**src/rtl/execute_stage.sv**
```systemverilog
// RV32 execute stage: operand forwarding, ALU, branch resolution, an iterative
// RV32M multiplier that stalls the front end, and the E/M pipeline register.
module execute_stage #(
    parameter int MUL_BITS_PER_CYCLE = 1
) (
    input  logic        clk,
    input  logic        srst,
    input  logic [4:0]  rd_e,
    input  logic [31:0] rd1_e,
    input  logic [31:0] rd2_e,
    input  logic [31:0] imm_ext_e,
    input  logic [31:0] pc_e,
    input  logic [31:0] pc_plus4_e,
    input  logic        reg_write_e,
    input  logic [1:0]  result_src_e,
    input  logic        mem_write_e,
    input  logic        jump_e,
    input  logic        jalr_e,
    input  logic        branch_e,
    input  logic [2:0]  funct3_e,
    input  logic        alu_src_e,
    input  logic [3:0]  alu_control_e,
    input  logic        mul_e,
    input  logic [1:0]  mul_op_e,
    input  logic [1:0]  forward_a_e,
    input  logic [1:0]  forward_b_e,
    input  logic [31:0] result_w,
    output logic [4:0]  rd_m,
    output logic [31:0] alu_result_m,
    output logic [31:0] write_data_m,
    output logic [31:0] pc_plus4_m,
    output logic        reg_write_m,
    output logic [1:0]  result_src_m,
    output logic        mem_write_m,
    output logic        pc_src_e,
    output logic [31:0] pc_target_e,
    output logic        mul_busy_e
);

    localparam int K = MUL_BITS_PER_CYCLE;
    localparam int N = 32 / MUL_BITS_PER_CYCLE;

    typedef enum logic [1:0] {IDLE, BUSY, DONE} mul_state_t;

    mul_state_t  state;
    logic [5:0]  count;
    logic [63:0] acc;
    logic [63:0] mcand;
    logic [31:0] mplier;
    logic [1:0]  op;
    logic        negate;

    logic [31:0] src_a, fwd_b, src_b, alu_result;
    logic        taken;
    logic        a_signed, b_signed, neg_start;
    logic [31:0] a_mag, b_mag, mul_result;
    logic [63:0] partial, product;

    always_comb begin
        case (forward_a_e)
            2'b01:   src_a = result_w;
            2'b10:   src_a = alu_result_m;
            default: src_a = rd1_e;
        endcase
        case (forward_b_e)
            2'b01:   fwd_b = result_w;
            2'b10:   fwd_b = alu_result_m;
            default: fwd_b = rd2_e;
        endcase
        src_b = alu_src_e ? imm_ext_e : fwd_b;
    end

    always_comb begin
        case (alu_control_e)
            4'b0000: alu_result = src_a + src_b;
            4'b0001: alu_result = src_a - src_b;
            4'b0010: alu_result = src_a & src_b;
            4'b0011: alu_result = src_a | src_b;
            4'b0100: alu_result = src_a ^ src_b;
            4'b0101: alu_result = {31'b0, $signed(src_a) < $signed(src_b)};
            4'b0110: alu_result = {31'b0, src_a < src_b};
            4'b0111: alu_result = src_a << src_b[4:0];
            4'b1000: alu_result = src_a >> src_b[4:0];
            4'b1001: alu_result = $signed(src_a) >>> src_b[4:0];
            default: alu_result = 32'b0;
        endcase
    end

    // Branches compare the forwarded rs2, never the immediate
    always_comb begin
        case (funct3_e)
            3'b000:  taken = (src_a == fwd_b);
            3'b001:  taken = (src_a != fwd_b);
            3'b100:  taken = ($signed(src_a) < $signed(fwd_b));
            3'b101:  taken = ($signed(src_a) >= $signed(fwd_b));
            3'b110:  taken = (src_a < fwd_b);
            3'b111:  taken = (src_a >= fwd_b);
            default: taken = 1'b0;
        endcase
    end

    assign pc_src_e    = jump_e | (branch_e & taken);
    assign pc_target_e = jalr_e ? ((src_a + imm_ext_e) & ~32'd1) : (pc_e + imm_ext_e);

    // Multiply magnitudes unsigned and fix the sign at the end; 0x80000000 stays exact
    assign a_signed  = (mul_op_e == 2'b01) || (mul_op_e == 2'b10);
    assign b_signed  = (mul_op_e == 2'b01);
    assign a_mag     = (a_signed && src_a[31]) ? (32'd0 - src_a) : src_a;
    assign b_mag     = (b_signed && fwd_b[31]) ? (32'd0 - fwd_b) : fwd_b;
    assign neg_start = (a_signed & src_a[31]) ^ (b_signed & fwd_b[31]);

    always_comb begin
        partial = 64'b0;
        for (int j = 0; j < K; j++) begin
            if (mplier[j]) partial = partial + (mcand << j);
        end
    end

    assign product    = negate ? (64'd0 - acc) : acc;
    assign mul_result = (op == 2'b00) ? product[31:0] : product[63:32];
    assign mul_busy_e = ((state == IDLE) && mul_e) || (state == BUSY);

    always_ff @(posedge clk) begin
        if (srst) begin
            state  <= IDLE;
            count  <= 6'd0;
            acc    <= 64'b0;
            mcand  <= 64'b0;
            mplier <= 32'b0;
            op     <= 2'b00;
            negate <= 1'b0;
        end else begin
            case (state)
                IDLE: begin
                    if (mul_e) begin
                        acc    <= 64'b0;
                        mcand  <= {32'b0, a_mag};
                        mplier <= b_mag;
                        op     <= mul_op_e;
                        negate <= neg_start;
                        count  <= 6'd0;
                        state  <= BUSY;
                    end
                end
                BUSY: begin
                    acc    <= acc + partial;
                    mcand  <= mcand << K;
                    mplier <= mplier >> K;
                    count  <= count + 6'd1;
                    if (count == 6'(N - 1)) state <= DONE;
                end
                DONE:    state <= IDLE;
                default: state <= IDLE;
            endcase
        end
    end

    // A stalled multiply presents bubbles to the memory stage
    always_ff @(posedge clk) begin
        if (srst || mul_busy_e) begin
            rd_m         <= 5'b0;
            alu_result_m <= 32'b0;
            write_data_m <= 32'b0;
            pc_plus4_m   <= 32'b0;
            result_src_m <= 2'b0;
            reg_write_m  <= 1'b0;
            mem_write_m  <= 1'b0;
        end else begin
            rd_m         <= rd_e;
            alu_result_m <= (state == DONE) ? mul_result : alu_result;
            write_data_m <= fwd_b;
            pc_plus4_m   <= pc_plus4_e;
            result_src_m <= result_src_e;
            reg_write_m  <= reg_write_e;
            mem_write_m  <= mem_write_e;
        end
    end

endmodule

```
**config.mk**
```make
export PLATFORM = sky130hd
export DESIGN_NAME = execute_stage
export DESIGN_NICKNAME = d
export VERILOG_FILES = /design/src/rtl/execute_stage.sv
export SDC_FILE = /design/constraint.sdc
export NUM_CORES = 2
export LEC_CHECK = 0
export CAP_MARGIN = 10
export CELL_PAD_IN_SITES_DETAIL_PLACEMENT = 0
export CELL_PAD_IN_SITES_GLOBAL_PLACEMENT = 1
export CORE_AREA = 8 8 290 292
export CTS_CLUSTER_DIAMETER = 40
export DETAILED_ROUTE_END_ITERATION = 7
export DIE_AREA = 0 0 298 300
export GPL_TIMING_DRIVEN = 0
export PLACE_DENSITY_LB_ADDON = 0.1
export SETUP_SLACK_MARGIN = 0.15
export SKIP_CTS_REPAIR_TIMING = 1
export SYNTH_ARGS = -nofsm -noshare
export SYNTH_HDL_FRONTEND = slang
export SYNTH_SLANG_ARGS = --single-unit
```
**constraint.sdc**
```tcl
create_clock -name clk -period 5.8 [get_ports clk]
set_input_delay 1.16 -clock clk [delete_from_list [all_inputs] [get_ports clk]]
set_output_delay 1.16 -clock clk [all_outputs]
set_load 0.01 [all_outputs]
```
==> results.json <==
{
  "status": "finished with violations",
  "violations": "negative setup slack",
  "crit_arrival_ps": 4900,
  "grt-ovfl-total": 0,
  "period_minus_slack_ps": 6060,
  "fin_crit_sh": 1.05,
  "setup_ws_ps": -264,
  "cts.sinks": 276,
  "yosys-top-cells-area": "dfxtp_1, ha_1, o21ai_0",
  "min_path_type": "flop to flop",
  "p_sw_frac": 0.425,
  "synth_ff_type": "dfxtp_1",
  "fmax_mhz": 165,
  "htree_levels": 2,
  "synth_edf_count": 0,
  "placed_cell_area_mm2": 0.0352,
  "clk_latency_ps": 640,
  "setup_violations": 10,
  "synth_top_area_frac": 0.185,
  "grt_max_degree": 19,
  "routabilityCongestion": 1.10,
  "dieArea_mm2": 0.0894,
  "seq_area_frac_synth": 0.185,
  "critPathMaxFanout": 7,
  "dieWidth_um": 298,
  "wl_per_cell_um": 31.7,
  "netlist_area_mm2": 0.0298,
  "design.core.area_mm2": 0.0796,
  "numCtsBuffers": 55,
  "start_kind": "input pin",
  "io_buffers": 358,
  "synthCells": 4131,
  "drt_iter0_drc": 4348,
  "setup-tns-final_ps": -1200,
  "synth_seq_cells": 276,
  "yosysTopAreaCell": "dfxtp_1",
  "seq_power_share": 0.203,
  "p_sw_mw": 4.33,
  "p_leak_nw": 16.6,
  "vdd_drop_max_v": 0.000304,
  "post_drt_via_cell_ratio": 6.41,
  "synth_nets": 4621,
  "antenna_found_initial": 15,
  "clock_skew_ps": 76.1,
  "reg2regPathDepth": 14,
  "cts_buffer_depth": 3,
  "tightest_slew_ps": 1370,
  "drive_gt1_frac": 0.138,
  "grt_pass1_wl_um": 252000,
  "criticalPathCategory": "input pin to output pin",
  "hpwl_um": 145000,
  "final_area_mm2": 0.0406,
  "ys_async_sr_fraction": 0,
  "syn2layout_area_growth_pct": 36.0,
  "p_int_mw": 5.85,
  "comb_power_share": 0.462,
  "cp.required_ps": 4640,
  "vias": 37400,
  "drt_pass1_iterations": 7,
  "synth_warnings": 0,
  "cts_tree": "built",
  "clkPwrFrac": 0.335,
  "syn_area_per_cell_um2": 7.22,
  "relSlewSlack": 0.0810,
  "pre_cts_slack_ps": -3480,
  "synth_most_common_cell": "nand2_1",
  "ios": 360,
  "synth_common_cells": "nand2_1, o21ai_0, a21oi_1, nor2_1, dfxtp_1",
  "synthDistinctLibCells": 99,
  "grt_pass1_vias": 33600,
  "start_util": 0.375,
  "wirelength_um": 185000,
  "cts_root_buf": "clkbuf_16",
  "drv_cap": 0,
  "rsz0062_at_grt": "true",
  "fp.dieH_um": 300,
  "power_density_mw_per_mm2": 251,
  "crit_path_end_kind": "output pin",
  "worstHoldPathCells": 1,
  "rows": 104,
  "clk_pin_slew_worst_paths_ps": 50,
  "final_nets": 5218,
  "fin_total_pwr_mw": 10.2,
  "drcViolationCount": 0,
  "hold_viol_final": 0,
  "maxSlewViolCount": 0,
  "antenna_left": 0,
  "track_usage": 0.380
}
## area by class of cell
class                   count  area (um^2)
flip-flops and latches    276         5530
clock inverters            39          526
plain buffers             263         1590
diodes                      9         22.5
clock buffers              65         1480
repair buffers            540         5200
multi-input cells        3447        24300
well taps                1060         1330
fillers                  7970        39100
inverters                 145          586
## power by group through the flow
stage               Sequential (mW)  Combinational, mW  Clock (mW)
CTS                            2.06               3.96        3.44
finish                         2.07               4.70        3.41
detailed placement             2.10               3.93           0
global route                   2.07               4.84        3.53
global placement               2.10               3.91           0
floorplan                      2.09               2.19           0
## per-layer routing
metal / vias up / GRT usage / part of all wire
met1: 18000 / 0.506 / 0.41
met5: - / 0 / 0.0011
met3: 506 / 0.109 / 0.12
met4: 16 / 0.173 / 0.057
li1: 16400 / - / -
met2: 2518 / 0.564 / 0.41
## critical path, stage by stage
cell and delay [ps]:
buf_8 110, inv_4 50, ha_4 190, buf_12 130
buf_12 130, buf_12 140, o21ai_4 360, ha_4 290
a21oi_4 160, nand2_1 80, a311o_1 350, nand4_1 250
o21ai_2 140, a2111oi_4 420, o31ai_4 120, a31oi_2 170
xnor2_1 110, mux2i_1 230, xnor2_1 140, buf_2 150
## cells in the final DEF, fill, tap and decap left out, types with 100 or more instances in the layout
cell type and instances:
and2_1 129, a21oi_1 336, ha_1 242, clkdlybuf4s50_1 324, inv_1 126, nand2_1 436, dfxtp_1 276, o21ai_0 329
buf_4 149, clkbuf_1 163, a22oi_1 100, nor2_1 325, xnor2_1 136
## cells by family (layout without fill, tap and decap cells)
logic type      after synthesis  count (layout)  share of synthesized area
compound gates             1550            1550                      0.335
simple gates               1291            1291                      0.206
flops                       276             276                      0.185
other cells                   0               9                          0
fa+ha+maj                   269             269                      0.114
buf+inv                     408            1052                     0.0535
xor+xnor                    228             228                     0.0669
mux                         109             109                     0.0392
## flip-flops by register name (all words and copies together) (netlist names)
signal / flops
result_src_m: 2
mcand: 64
write_data_m: 32
state: 2
op: 2
reg_write_m: 1
alu_result_m: 32
mplier: 32
count: 6
mem_write_m: 1
acc: 64
negate: 1
rd_m: 5
pc_plus4_m: 32
## metrics by stage
stage	hold WS, ps	std cells	utilization
detailed placement	455	5576	0.442
CTS	444	5680	0.468
finish	440	5844	0.509
global route	459	5837	0.509
global placement	452	5549	0.437
floorplan	420	4131	-
## final timing paths
| kind | from | end | slack (ps) |
|---|---|---|---|
| worst max-delay path | forward_a_e[0] | pc_target_e[31] | -260 |
| worst min register to register | mcand[45] | mcand[46] | 440 |
| worst min-delay path | mcand[45] | mcand[46] | 440 |
| worst max register to register | mplier[0] | acc[44] | 390 |
(Power assumes the default switching activity.)
